`src/rtl/coin_key_encoder.sv`:
```
// Coin/key front end: 2-flop sync, debounce and press detect
// for three active-low buttons, encoded to a one-cycle coin code.
//
// Ports:
//   clk          system clock
//   rst_n        asynchronous active-low reset
//   key_half_n   raw 0.5-yuan button (active-low, async)
//   key_one_n    raw 1-yuan button (active-low, async)
//   key_cancel_n raw cancel/refund button (active-low, async)
//   coins        registered code: 011 half, 101 one, 000 cancel,
//                IDLE_CODE otherwise
//   key_busy     registered, high while any synced key is low
//
// Optional: define CANCEL_LONGPRESS_EN to make cancel need an extra
// LONG_MAX cycles of stable-low hold before it fires.

module coin_key_encoder #(
    parameter int unsigned CNT_MAX   = 999_999,
    parameter int unsigned LONG_MAX  = 49_999_999,
    parameter logic [2:0]  IDLE_CODE = 3'b111
) (
    input  logic       clk,
    input  logic       rst_n,
    input  logic       key_half_n,
    input  logic       key_one_n,
    input  logic       key_cancel_n,
    output logic [2:0] coins,
    output logic       key_busy
);

`ifdef CANCEL_LONGPRESS_EN
    localparam int unsigned CANCEL_MAX = CNT_MAX + LONG_MAX;
`else
    localparam int unsigned CANCEL_MAX = CNT_MAX;
`endif

    // CANCEL_MAX >= CNT_MAX, so it sizes every counter.
    localparam int unsigned CW = $clog2(CANCEL_MAX + 1);

    localparam logic [CW-1:0] KEY_LIM    = CW'(CNT_MAX);
    localparam logic [CW-1:0] CANCEL_LIM = CW'(CANCEL_MAX);
    localparam logic [CW-1:0] ONE        = CW'(1);

    localparam logic [2:0] CODE_HALF   = 3'b011;
    localparam logic [2:0] CODE_ONE    = 3'b101;
    localparam logic [2:0] CODE_CANCEL = 3'b000;

    // Bit order everywhere: [0] half, [1] one, [2] cancel.
    logic [2:0]    raw;
    logic [2:0]    sync1;
    logic [2:0]    ks;
    logic [CW-1:0] cnt [3];
    logic [CW-1:0] lim [3];
    logic [2:0]    press;
    logic [2:0]    code_nxt;

    assign raw = {key_cancel_n, key_one_n, key_half_n};

    assign lim[0] = KEY_LIM;
    assign lim[1] = KEY_LIM;
    assign lim[2] = CANCEL_LIM;

    always_ff @(posedge clk or negedge rst_n) begin
        if (!rst_n) begin
            sync1 <= 3'b111;
            ks    <= 3'b111;
        end else begin
            sync1 <= raw;
            ks    <= sync1;
        end
    end

    // Counter saturates at its limit, so the flag one step below
    // the limit is seen exactly once per stable-low period.
    always_ff @(posedge clk or negedge rst_n) begin
        if (!rst_n) begin
            for (int i = 0; i < 3; i++) begin
                cnt[i] <= '0;
            end
        end else begin
            for (int i = 0; i < 3; i++) begin
                if (ks[i]) begin
                    cnt[i] <= '0;
                end else if (cnt[i] < lim[i]) begin
                    cnt[i] <= cnt[i] + ONE;
                end
            end
        end
    end

    always_comb begin
        press = 3'b000;
        for (int i = 0; i < 3; i++) begin
            press[i] = !ks[i] && (cnt[i] == lim[i] - ONE);
        end
    end

    // Overlapping flags resolve cancel > one > half; losers drop.
    always_comb begin
        code_nxt = IDLE_CODE;
        priority case (1'b1)
            press[2]: code_nxt = CODE_CANCEL;
            press[1]: code_nxt = CODE_ONE;
            press[0]: code_nxt = CODE_HALF;
            default:  code_nxt = IDLE_CODE;
        endcase
    end

    always_ff @(posedge clk or negedge rst_n) begin
        if (!rst_n) begin
            coins    <= IDLE_CODE;
            key_busy <= 1'b0;
        end else begin
            coins    <= code_nxt;
            key_busy <= |(~ks);
        end
    end

endmodule

```
`config.mk`:
```
export PLATFORM = sky130hd
export DESIGN_NAME = coin_key_encoder
export DESIGN_NICKNAME = d
export VERILOG_FILES = /design/src/rtl/coin_key_encoder.sv
export SDC_FILE = /design/constraint.sdc
export NUM_CORES = 1
export LEC_CHECK = 0
export BUFFER_PORTS_ARGS = -buffer_cell sky130_fd_sc_hd__buf_2
export CORE_UTILIZATION = 40
export DETAILED_ROUTE_END_ITERATION = 8
export GPL_TIMING_DRIVEN = 0
export PLACE_DENSITY = 0.64
export SYNTH_ARGS = -nofsm -noshare
export SYNTH_HDL_FRONTEND = slang
export SYNTH_SLANG_ARGS = --single-unit
```
`constraint.sdc`:
```
create_clock -name clk -period 2.2 [get_ports clk]
set_input_delay 0.44 -clock clk [delete_from_list [all_inputs] [get_ports clk]]
set_output_delay 0.44 -clock clk [all_outputs]
set_load 0.005 [all_outputs]
```
[After elaboration in Yosys (flattened, before gate mapping)]
Cells that the tools add are included.
Storage, ports and cells
  output and inout port bits: 4
  word-level logic and storage cells: 36
  register bits: 70
  input port bits: 5
Cells by class
  bitwise gates (word level): 1
  eq/ne operators: 3
  multiplexer cells: 9
  order comparisons: 3
  reductions and logical operators: 10
  $add $sub $neg: 3
Operators with widths (number)
  $mux W20: 6
  $add A20 B1 Y20 const B: 3
  $eq A20 B20 Y1 const B: 3
  $lt A20 B20 Y1 const B: 3
  $mux W3: 3
  $reduce_bool A2 Y1: 3
  $logic_and A1 B1 Y1: 3
  $logic_not A1 Y1: 3
  $not A3 Y3: 1
  $reduce_or A3 Y1: 1

[Logic depth before layout (Yosys ltp)]
Gate-level depths: netlist (run 1).
  word-level depth: 5
  depth in mapped cells: 6
  gate-level depth less buffers: 6

[Worst setup path before layout (run 1)]
No wires, ideal clock.
  kind: reg-to-reg
  start: register cnt[30] (netlist name)
  end: register cnt[25] (netlist name)
  path buffers: 1
  data arrival time: 2.224 ns
  clock period less this slack: 2.351 ns
  path slack: -0.151 ns
  required time: 2.072 ns
  cell stages (with the launch flop): 7
  library setup time: 0.128 ns
  cell sequence: dfrtp_1 -> or4_4 -> a211o_4 -> and2_4 -> buf_6 -> a2111oi_2 -> mux2_1
Between the ends
  longest elaborated chain between the ends: 2
Ends and longest elaborated chain
  from (decl): line 52  | logic [CW-1:0] cnt [3];
  from (signal, indexed assignment): line 85  | cnt[i] <= cnt[i] + ONE;
  $lt A20 B20 Y1: line 84  | end else if (cnt[i] < lim[i]) begin
  $reduce_bool A2 Y1 (no source line)
Every way passes these cells.
A chain may end at the register's enable or synchronous reset.

[Worst setup path in the final report (run 1)]
  start: register cnt[33] (netlist name)
  end: register cnt[35] (netlist name)
Between the ends
  longest elaborated chain between the ends: 3
  elaborated cells on any way between the ends: 5
  those cells by class: 1 x add/sub; 1 x order compare; 2 x mux; 1 x reduce/logical
Ends and longest elaborated chain
  $add A20 B1 Y20: line 85
  $mux W20: line 84
  $mux W20: line 82  | if (ks[i]) begin
Several ways; a longest one is shown, not always the timed one. The select of a mux whose other input is x is not followed.

==> results of run 1 <==
[metrics by stage]
step	setup WS (ps)	instance area [um^2]	hold WS, ps
after floorplan	16.0	3800	144
after global placement	-271	3980	347
after detailed placement	-271	3990	347
after CTS	-49.2	4220	169
after global routing	-30.9	4320	168
final	12.9	4320	159
[routing by layer]
layer	wire, um	vias to the layer above	share of wire
li1	-	1528	-
met1	3950	1520	0.48
met2	3830	89	0.46
met3	297	16	0.036
met4	164	0	0.020
met5	0	-	0
[synthesized netlist by cell type (4+ instances only)]
master	n
a2111oi_0	5
a211oi_1	12
a21oi_1	22
and3_1	7
and4_1	8
clkbuf_1	13
dfrtp_1	61
dfstp_2	9
ha_1	6
inv_1	12
mux2_2	6
nand2_1	23
nand3_1	19
nand4_1	16
nor2_1	52
nor2b_1	7
nor3_1	6
nor4_1	10
nor4b_1	4
o21ai_0	12
o31ai_1	8
or3_1	13
or4_1	10
xnor2_1	26
[cell families after synthesis]
logic type | synth area share
compound gates | 0.133
xor+xnor | 0.0647
fa+ha+maj | 0.0198
buf+inv | 0.0277
flops | 0.465
mux | 0.0208
simple gates | 0.269
[how the worst max path moves through the flow]
stage / end / start / cells after the start / slack (ps)
global placement: cnt[55] / cnt[52] / 5 / -270
finish: cnt[35] / cnt[33] / 5 / 10
CTS: cnt[35] / cnt[32] / 5 / -50
global route: cnt[35] / cnt[33] / 5 / -30
floorplan: cnt[35] / cnt[33] / 6 / 20
detailed placement: cnt[55] / cnt[52] / 5 / -270
[critical path: stages (launching register included)]
cell and delay [ps]:
dfrtp_1 400, or4_4 580, a211o_4 320, and2_4 200, or4_4 480, a21oi_2 140
[power by group through the flow]
stage,sequential [mW],combinational (mW),clock (mW)
5_1_grt,1.34,0.0999,1.14
3_3_place_gp,1.36,0.0841,0
3_5_place_dp,1.36,0.0873,0
4_1_cts,1.34,0.0874,1.09
6_report,1.34,0.0843,1.06
2_1_floorplan,1.35,0.0431,0
[cell usage in the layout (no fill, tap or decap), types with 3 or more instances in the layout]
cell      Yosys  routed
clkbuf_1     13       9
or4_1        10       9
xnor2_1      26      26
a21oi_1      22      21
and3_1        7       7
nand2_1      23      23
nand3_1      19      19
nor2b_1       7       7
o31ai_1       8       8
dfrtp_1      61      60
a211oi_1     12      11
ha_1          6       6
nand4_1      16      16
inv_1        12      12
buf_4         0       7
nor3_1        6       5
dfstp_2       9       9
and4_1        8       8
clkbuf_8      0       9
buf_2         0       7
o21ai_0      12      11
mux2_2        6       6
nor4_1       10       9
nor4b_1       4       3
clkinv_4      0       4
or3_1        13      12
nor2_1       52      52
[repair_timing]
action                                  CTS  global route
pin swaps                                 4             7
endpoints found under the setup margin   20            28
setup buffers                             2             4
resized for setup                         9            21
[layout make-up]
type,instances,area (um^2)
clock buffers,9,124
fillers,902,4870
inverters,12,45.0
flip-flops and latches,70,1760
multi-input cells,302,2030
plain buffers,13,58.8
clock inverters,7,75.1
repair buffers,14,87.6
well taps,111,139
[flip-flops by register name, summed over array words and instances, names as in the netlist]
signal,count
cnt,60
coins,3
ks,3
sync1,3
key_busy,1
==> impl_results.md, run 1 <==
- Max Fanout on Critical Path: 7
- Total congestion overflow: 0
- H-tree depth: 3
- Worst skew pair latency: 360 ps
- Total chip power: 2.48 mW
- Synth-to-Final Area Change: 14.0%
- Mean routed wirelength per cell: 15.3 um
- Slew Limit Headroom: 0.419
- Net switching power figure: 620 uW
- Vias per Instance: 5.86
- Top_reg_cell synth: dfrtp_1
- Share of layout cells above drive strength 1: 0.164
- GPL Wtd Cong: 0.851
- CTS tree: built
- M3 GR Usage: 0.0260
- Clk pin slew, worst setup/hold paths: 90 ps
- Sinks on Clock Net: 70
- R2R Path Start: cnt[33]
- First-pass GRT wire length: 14100 um
- Reg2reg setup slack: 10 ps
- Switching Share: 0.250
- Post-layout util: 0.470
- DR vias: 3153
- Sequential Power Share: 0.538
- Die area: 0.00987 mm^2
- Initial antenna violation count: 0
- DIE HEIGHT: 99.4 um
- Cells after synthesis: 398
- First-iteration detailed-routing DRC count: 197
- Synth cell types: 50
- Cells after DPL: 517
- # diodes: 0
- Largest net degree at the start of global routing: 71
- Final Hold Vio Count: 0
- LEAKAGE: 1.67 nW
- Setup violators final: 0
- Combinational group share of total power: 0.034
- Worst Setup End Kind: flip-flop
- Drt first pass iters: 4
- Post-route insts no fill: 538
- Post-DP HPWL: 5470 um
- Min-Delay Path Class: in -> async
- Final worst-path cycle share: 0.994
- CP required: 2490 ps
- Ranking of synthesized cells by area: dfrtp_1, dfstp_2, xnor2_1, nor2_1, a21oi_1
- Core ar.: 0.00920 mm^2
- Worst r2r path cells: 5
- Peak VDD IR: 0.351 mV
- DRC Markers: 0
- Num rows: 35
- Layout net count: 433
- Total track usage: 0.179
- Run status: finished, final reports clean
- CP Launch Type: flip-flop
- Final Max Slew Viols: 0
- Synth Register Bits: 70
- M1 GR Usage: 0.247
- Max clock buf depth: 2
- Fmax achieved: 457 MHz
- Area leader, netlist: dfrtp_1
- Post-Syn Area: 0.00379 mm^2
- CTS root buffer: clkbuf_8
- TNS Setup: 0 ps
- Asr flop ratio synth: 1.00
- Num CTS Buffers: 9
- Hold bufs inserted after CTS: 0
- Ys Warns: 0
- Clk pwr share: 0.428
- Syn Nets: 409
- Worst-margin pin slew: 871 ps
- Layout Skew: 15.6 ps
- Share of the synthesized area in the top cell type: 0.403
- EDFF count, synth: 0
- Crit path DAT: 2480 ps
- Synthesized area per cell: 9.53 um^2
- Ports: 9
- Horiz. Die Dim: 99.4 um
- Critical path class: reg -> reg
- Initial Utilization: 0.412
- Tmin final: 2190 ps
- RSZ-0062 raised after global routing: yes
- P per Cell Area: 574 mW/mm^2
- Int Pwr: 1.86 mW
- Gr busiest metal: met2
- R2R Path End: cnt[35]
- Proportion of synthesized chip area in sequential cells: 0.465
- Max Cap Viol: 0
- Port bufs: 8
- DRT Wirelength: 8240 um
- Antenna viol nets, final: 0
- Number of global-route vias before repair: 2966
- Met2 Usage GRT: 0.279
No activity file was read; power rests on OpenSTA's default activity.
==> inputs of run 2 (changes only) <==
--- a/config.mk
+++ b/config.mk
@@ -6,10 +6,10 @@
 export NUM_CORES = 1
 export LEC_CHECK = 0
 export BUFFER_PORTS_ARGS = -buffer_cell sky130_fd_sc_hd__buf_2
-export CORE_UTILIZATION = 40
+export CORE_UTILIZATION = 56
 export DETAILED_ROUTE_END_ITERATION = 8
 export GPL_TIMING_DRIVEN = 0
-export PLACE_DENSITY = 0.64
+export PLACE_DENSITY = 0.82
 export SYNTH_ARGS = -nofsm -noshare
 export SYNTH_HDL_FRONTEND = slang
 export SYNTH_SLANG_ARGS = --single-unit
==> impl_results.md, run 2 (synthesis gave the netlist of run 1 again) <==
- Total chip power: 2.60 mW (+4.8%)
- Number of global-route vias before repair: 3068 (+3.4%)
- Initial antenna violation count: 0 (unchanged)
- Fmax achieved: 455 MHz (-0.60%)
- Most flop-heavy register: cnt
- Flip-flop count of the largest register after layout: 60 (unchanged)
- Most frequent cells in the layout: dfrtp_1, nor2_1, xnor2_1, nand2_1, a21oi_1
- LEAKAGE: 1.69 nW (+1.2%)
- Cells after DPL: 483 (-6.6%)
- Total track usage: 0.250 (+0.0706)
- Crit path DAT: 2480 ps (about the same)
- Min-Delay Path Class: in -> async
- Port bufs: 8 (unchanged)
- Worst skew pair latency: 350 ps (about the same)
- Filler instances: 496 (-45%)
- Post-route insts no fill: 504 (-6.3%)
- H-tree depth: 3 (unchanged)
- Synth-to-Final Area Change: 13.4%
- Hold_ws: 179 ps (+19.7 ps)
- Horiz. Die Dim: 84.3 um (-15%)
- Final Hold Vio Count: 0 (unchanged)
- CTS root buffer: clkbuf_8
- Die area: 0.00710 mm^2 (-28%)
- First-iteration detailed-routing DRC count: 286 (+45%)
- DIE HEIGHT: 84.3 um (-15%)
- Run status: finished, violations left
- DR vias: 3200 (+1.5%)
- Placement Setup Slack: -309 ps (-38.8 ps)
- Slew Limit Headroom: 0.424 (+0.00501)
- Num CTS Buffers: 9 (unchanged)
- Initial Utilization: 0.587 (+0.175)
- # diodes: 0 (unchanged)
- Max clock buf depth: 2 (unchanged)
- CP Launch Type: flip-flop
- Worst Setup End Kind: flip-flop
- Setup violators final: 1 (+1)
- R2R Path Start: cnt[33]
- Fin worst setup slack: -0.163 ps (-13.1 ps)
- Layout Skew: 11.7 ps (-3.87 ps)
- Worst-margin pin slew: 863 ps (-7.51 ps)
- Mean routed wirelength per cell: 16.4 um (+7.0%)
- First-pass GRT wire length: 14000 um (-0.69%)
- CP startpoint: cnt[33]
- Max Fanout on Critical Path: 6 (-1)
- Most common cell after layout, fill and taps aside: dfrtp_1
- Drt first pass iters: 5 (+1)
- Tmin final: 2200 ps (+13.1 ps)
- GPL Wtd Cong: 0.882 (+3.6%)
- DRC Markers: 0 (unchanged)
- Final worst-path cycle share: 1.00 (+0.00595)
- Antenna viol nets, final: 0 (unchanged)
- Worst r2r path cells: 5 (unchanged)
- Post-DP HPWL: 5450 um (-0.51%)
- Clk pin slew, worst setup/hold paths: 80 ps (about the same)
- Max Cap Viol: 0 (unchanged)
- RSZ-0062 raised after global routing: yes
- Failing checks: setup timing
- Core ar.: 0.00646 mm^2 (-30%)
- Sinks on Clock Net: 70 (unchanged)
- Vias per Instance: 6.35 (+8.3%)
- Num rows: 29 (-17%)
- Critical path class: reg -> reg
- CTS tree: built
- CP required: 2480 ps (about the same)
- Ports: 9 (unchanged)
- P per Cell Area: 605 mW/mm^2 (+5.3%)
- Final Max Slew Viols: 0 (unchanged)
- Share of layout cells above drive strength 1: 0.166 (+0.00234)
- Layout net count: 433 (unchanged)
- Peak VDD IR: 0.468 mV (+34%)
- Total congestion overflow: 0 (unchanged)
- Largest net degree at the start of global routing: 71 (unchanged)
- DRT Wirelength: 8270 um (+0.28%)
==> run 2: routing by layer <==
metal | part of all wire | wire length [um] | track usage
met1 | 0.46 | 3780 | 0.333
met2 | 0.47 | 3880 | 0.396
met3 | 0.045 | 374 | 0.0531
met4 | 0.028 | 228 | 0.113
met5 | 0 | 0 | 0
==> run 2: final cells by class <==
class,instances,area (um^2),area share
buffer,12,55.1,0.0128
clock buffer,12,155,0.0361
multi-input combinational,302,2020,0.470
timing repair buffer,15,95.1,0.0221
inverter,12,45.0,0.0105
sequential,70,1760,0.410
clock inverter,4,70.1,0.0163
tap,77,96.3,0.0224
==> run 2: what timing repair did <==
| item | in CTS | in global routing |
|---|---|---|
| endpoints found under the setup margin | 20 | 30 |
| pin swaps | 4 | 7 |
| resized for setup | 10 | 21 |
| buffers inserted | 5 | 2 |
| hold buffers | 0 | 0 |
==> run 2: through the flow <==
step | instance area, um^2 | setup TNS (ps) | util
after CTS | 4220 | -26.6 | 0.653
final | 4300 | -0.163 | 0.666
after floorplan | 3800 | 0 | -
after global routing | 4300 | -64.0 | 0.666
after global placement | 3940 | -789 | 0.610
after detailed placement | 3940 | -1840 | 0.611
==> run 2: final timing paths <==
kind | end | slack (ps)
worst max register to register | cnt[35] | -0.2
worst min-delay path | cnt[34] | 180
min in group clk | sync1[2] | 180
worst min register to register | ks[1] | 350
worst max-delay path | cnt[35] | -0.2
max in group asynchronous | cnt[24] | 1400
==> run 2: critical path, stage by stage, from the launching register on <==
cell	delay, ps
dfrtp_1	400
or4_4	590
a211o_4	320
and2_4	200
or4_1	470
a21oi_1	150
==> run 2: where the power goes <==
group | internal [mW] | switching [mW]
combinational | 0.0248 | 0.0601
clock | 0.697 | 0.484
sequential | 1.31 | 0.0249
total | 2.03 | 0.569
==> inputs of run 3 (changes only) <==
--- a/config.mk
+++ b/config.mk
@@ -6,10 +6,13 @@
 export NUM_CORES = 1
 export LEC_CHECK = 0
 export BUFFER_PORTS_ARGS = -buffer_cell sky130_fd_sc_hd__buf_2
+export CORE_MARGIN = 1
 export CORE_UTILIZATION = 56
 export DETAILED_ROUTE_END_ITERATION = 8
 export GPL_TIMING_DRIVEN = 0
 export PLACE_DENSITY = 0.82
+export RECOVER_POWER = 100
+export SKIP_CTS_REPAIR_TIMING = 1
 export SYNTH_ARGS = -nofsm -noshare
 export SYNTH_HDL_FRONTEND = slang
 export SYNTH_SLANG_ARGS = --single-unit
==> impl_results.md, run 3 (synthesis gave the netlist of run 1 again) <==
- DIE HEIGHT: 84.3 um (unchanged)
- Post-DP HPWL: 5450 um (unchanged)
- Min-Delay Path Class: in -> reg
- Final Max Slew Viols: 71 (+71)
- Run status: finished, violations left
- Final worst-path cycle share: 1.05 (+0.0538)
- Worst Setup End Kind: flip-flop
- Final Hold Vio Count: 0 (unchanged)
- RSZ-0062 raised after global routing: yes
- Total track usage: 0.247 (-0.00288)
- End of the critical path: cnt[31]
- CP Depth: 5 (unchanged)
- CP startpoint: cnt[32]
- Failing checks: capacitance limit, slew limit, setup timing
- Filler instances: 495 (-0.20%)
- Crit path cell chain: or4_4 > a211o_4 > a2111oi_0 > xnor2_1 > nor2_1
- CP Launch Type: flip-flop
- Setup violators final: 7 (+6)
- DR vias: 3181 (-0.59%)
- Fmax achieved: 431 MHz (-5.1%)
- Die area: 0.00710 mm^2 (unchanged)
- Flip-flop count of the largest register after layout: 60 (unchanged)
- Clk pin slew, worst setup/hold paths: 80 ps (about the same)
- Worst skew pair latency: 360 ps (about the same)
- Layout net count: 432 (-0.23%)
- Fin worst setup slack: -119 ps (-118 ps)
- Slowest cell on crit path: a2111oi_0
- Tmin final: 2320 ps (+118 ps)
- P per Cell Area: 608 mW/mm^2 (+0.57%)
- Crit path max-delay family: compound AO/OA/AOI/OAI gates
- Number of global-route vias before repair: 3027 (-1.3%)
- DRT Wirelength: 8210 um (-0.65%)
- DRC Markers: 0 (unchanged)
- Synth-to-Final Area Change: 12.7%
- Worst-margin pin slew: 1680 ps (+821 ps)
- Initial Utilization: 0.587 (unchanged)
- Antenna viol nets, final: 0 (unchanged)
- CTS root buffer: clkbuf_8
- Port bufs: 8 (unchanged)
- Core ar.: 0.00646 mm^2 (unchanged)
- Max Fanout on Critical Path: 6 (unchanged)
- CTS tree: built
- Drt first pass iters: 5 (unchanged)
- Most common cell after layout, fill and taps aside: dfrtp_1
- Total chip power: 2.60 mW (-0.11%)
- Crit path DAT: 2550 ps (+70 ps)
- Crit path largest cell delay: 600 ps (about the same)
- Layout Skew: 11.8 ps (+0.109 ps)
- R2R Path Start: cnt[32]
- Worst r2r path cells: 5 (unchanged)
- Max clock buf depth: 2 (unchanged)
- Initial antenna violation count: 0 (unchanged)
- CP required: 2430 ps (-50 ps)
- Total congestion overflow: 0 (unchanged)
- Num rows: 29 (unchanged)
- Critical path class: reg -> reg
- Share of layout cells above drive strength 1: 0.160 (-0.00665)
- GPL Wtd Cong: 0.882 (unchanged)
- LEAKAGE: 1.68 nW (-0.94%)
- Vias per Instance: 6.32 (-0.40%)
- Hold_ws: 181 ps (+2.14 ps)
- WP buf/inv: 0 (unchanged)
- Mean routed wirelength per cell: 16.3 um (-0.46%)
- Slew Limit Headroom: -0.123 (-0.547)
- Num CTS Buffers: 9 (unchanged)
- Max Cap Viol: 1 (+1)
- Ports: 9 (unchanged)
- First-iteration detailed-routing DRC count: 248 (-13%)
- Most frequent cells in the layout: dfrtp_1, nor2_1, xnor2_1, nand2_1, a21oi_1
- Peak VDD IR: 0.465 mV (-0.65%)
- Largest net degree at the start of global routing: 71 (unchanged)
- Horiz. Die Dim: 84.3 um (unchanged)
- R2R Path End: cnt[31]
- Reg2reg setup slack: -120 ps (-120 ps)
- Most flop-heavy register: cnt
- Sinks on Clock Net: 70 (unchanged)
- First-pass GRT wire length: 13900 um (-0.54%)
- H-tree depth: 3 (unchanged)
- # diodes: 0 (unchanged)
run 3: changes by cell type in the layout (fill, tap and decap cells not counted), moves of 2 or more:
cell and delta:
clkbuf_1 +2, a2111oi_2 -2, clkbuf_4 -2, buf_4 -2, clkbuf_2 +2
run 3: worst register-to-register path, stage by stage, from the launching register on:
cell       delay (ps)
dfrtp_2           420
or4_4             570
a211o_4           360
a2111oi_0         600
xnor2_1           180
nor2_1             50
run 3: layout make-up:
class | instances | area [um^2] | share of cell area
well taps | 77 | 96.3 | 0.0225
multi-input cells | 302 | 2010 | 0.470
inverters | 12 | 45.0 | 0.0105
plain buffers | 13 | 56.3 | 0.0132
repair buffers | 13 | 76.3 | 0.0179
flip-flops and latches | 70 | 1760 | 0.413
clock inverters | 4 | 70.1 | 0.0164
clock buffers | 12 | 155 | 0.0363
run 3: routing by layer:
layer	vias up	part of all wire	wire, um	global-route usage
met5	-	0	0	0
li1	1530	-	-	-
met1	1567	0.46	3780	0.326
met3	12	0.036	294	0.0501
met2	72	0.49	4020	0.402
met4	0	0.014	118	0.100
run 3: how the worst min path moves through the flow:
stage,from,to,cells past startpoint
2_1_floorplan,rst_n,cnt[0],0
3_3_place_gp,sync1[1],ks[1],0
3_5_place_dp,sync1[0],ks[0],0
4_1_cts,key_cancel_n,sync1[2],1
5_1_grt,key_half_n,sync1[0],1
6_report,key_cancel_n,sync1[2],1
run 3: metrics by stage:
stage          worst slack [ps]  setup TNS [ps]  cell area [um^2]  instances  utilization
6_report                   -119            -374              4270        503        0.662
5_1_grt                    -150            -822              4270        503        0.662
4_1_cts                    -328           -2240              4170        499        0.645
3_5_place_dp               -309           -1840              3940        483        0.611
3_3_place_gp               -237            -789              3940        483        0.610
2_1_floorplan              16.0               0              3800        398            -
run 3: power breakdown:
group	switching [mW]	leakage (nW)	total (mW)	internal, mW
Clock	0.482	0.116	1.18	0.697
Combinational	0.0604	0.626	0.0845	0.0240
Sequential	0.0242	0.933	1.34	1.31
Total	0.567	1.68	2.60	2.03
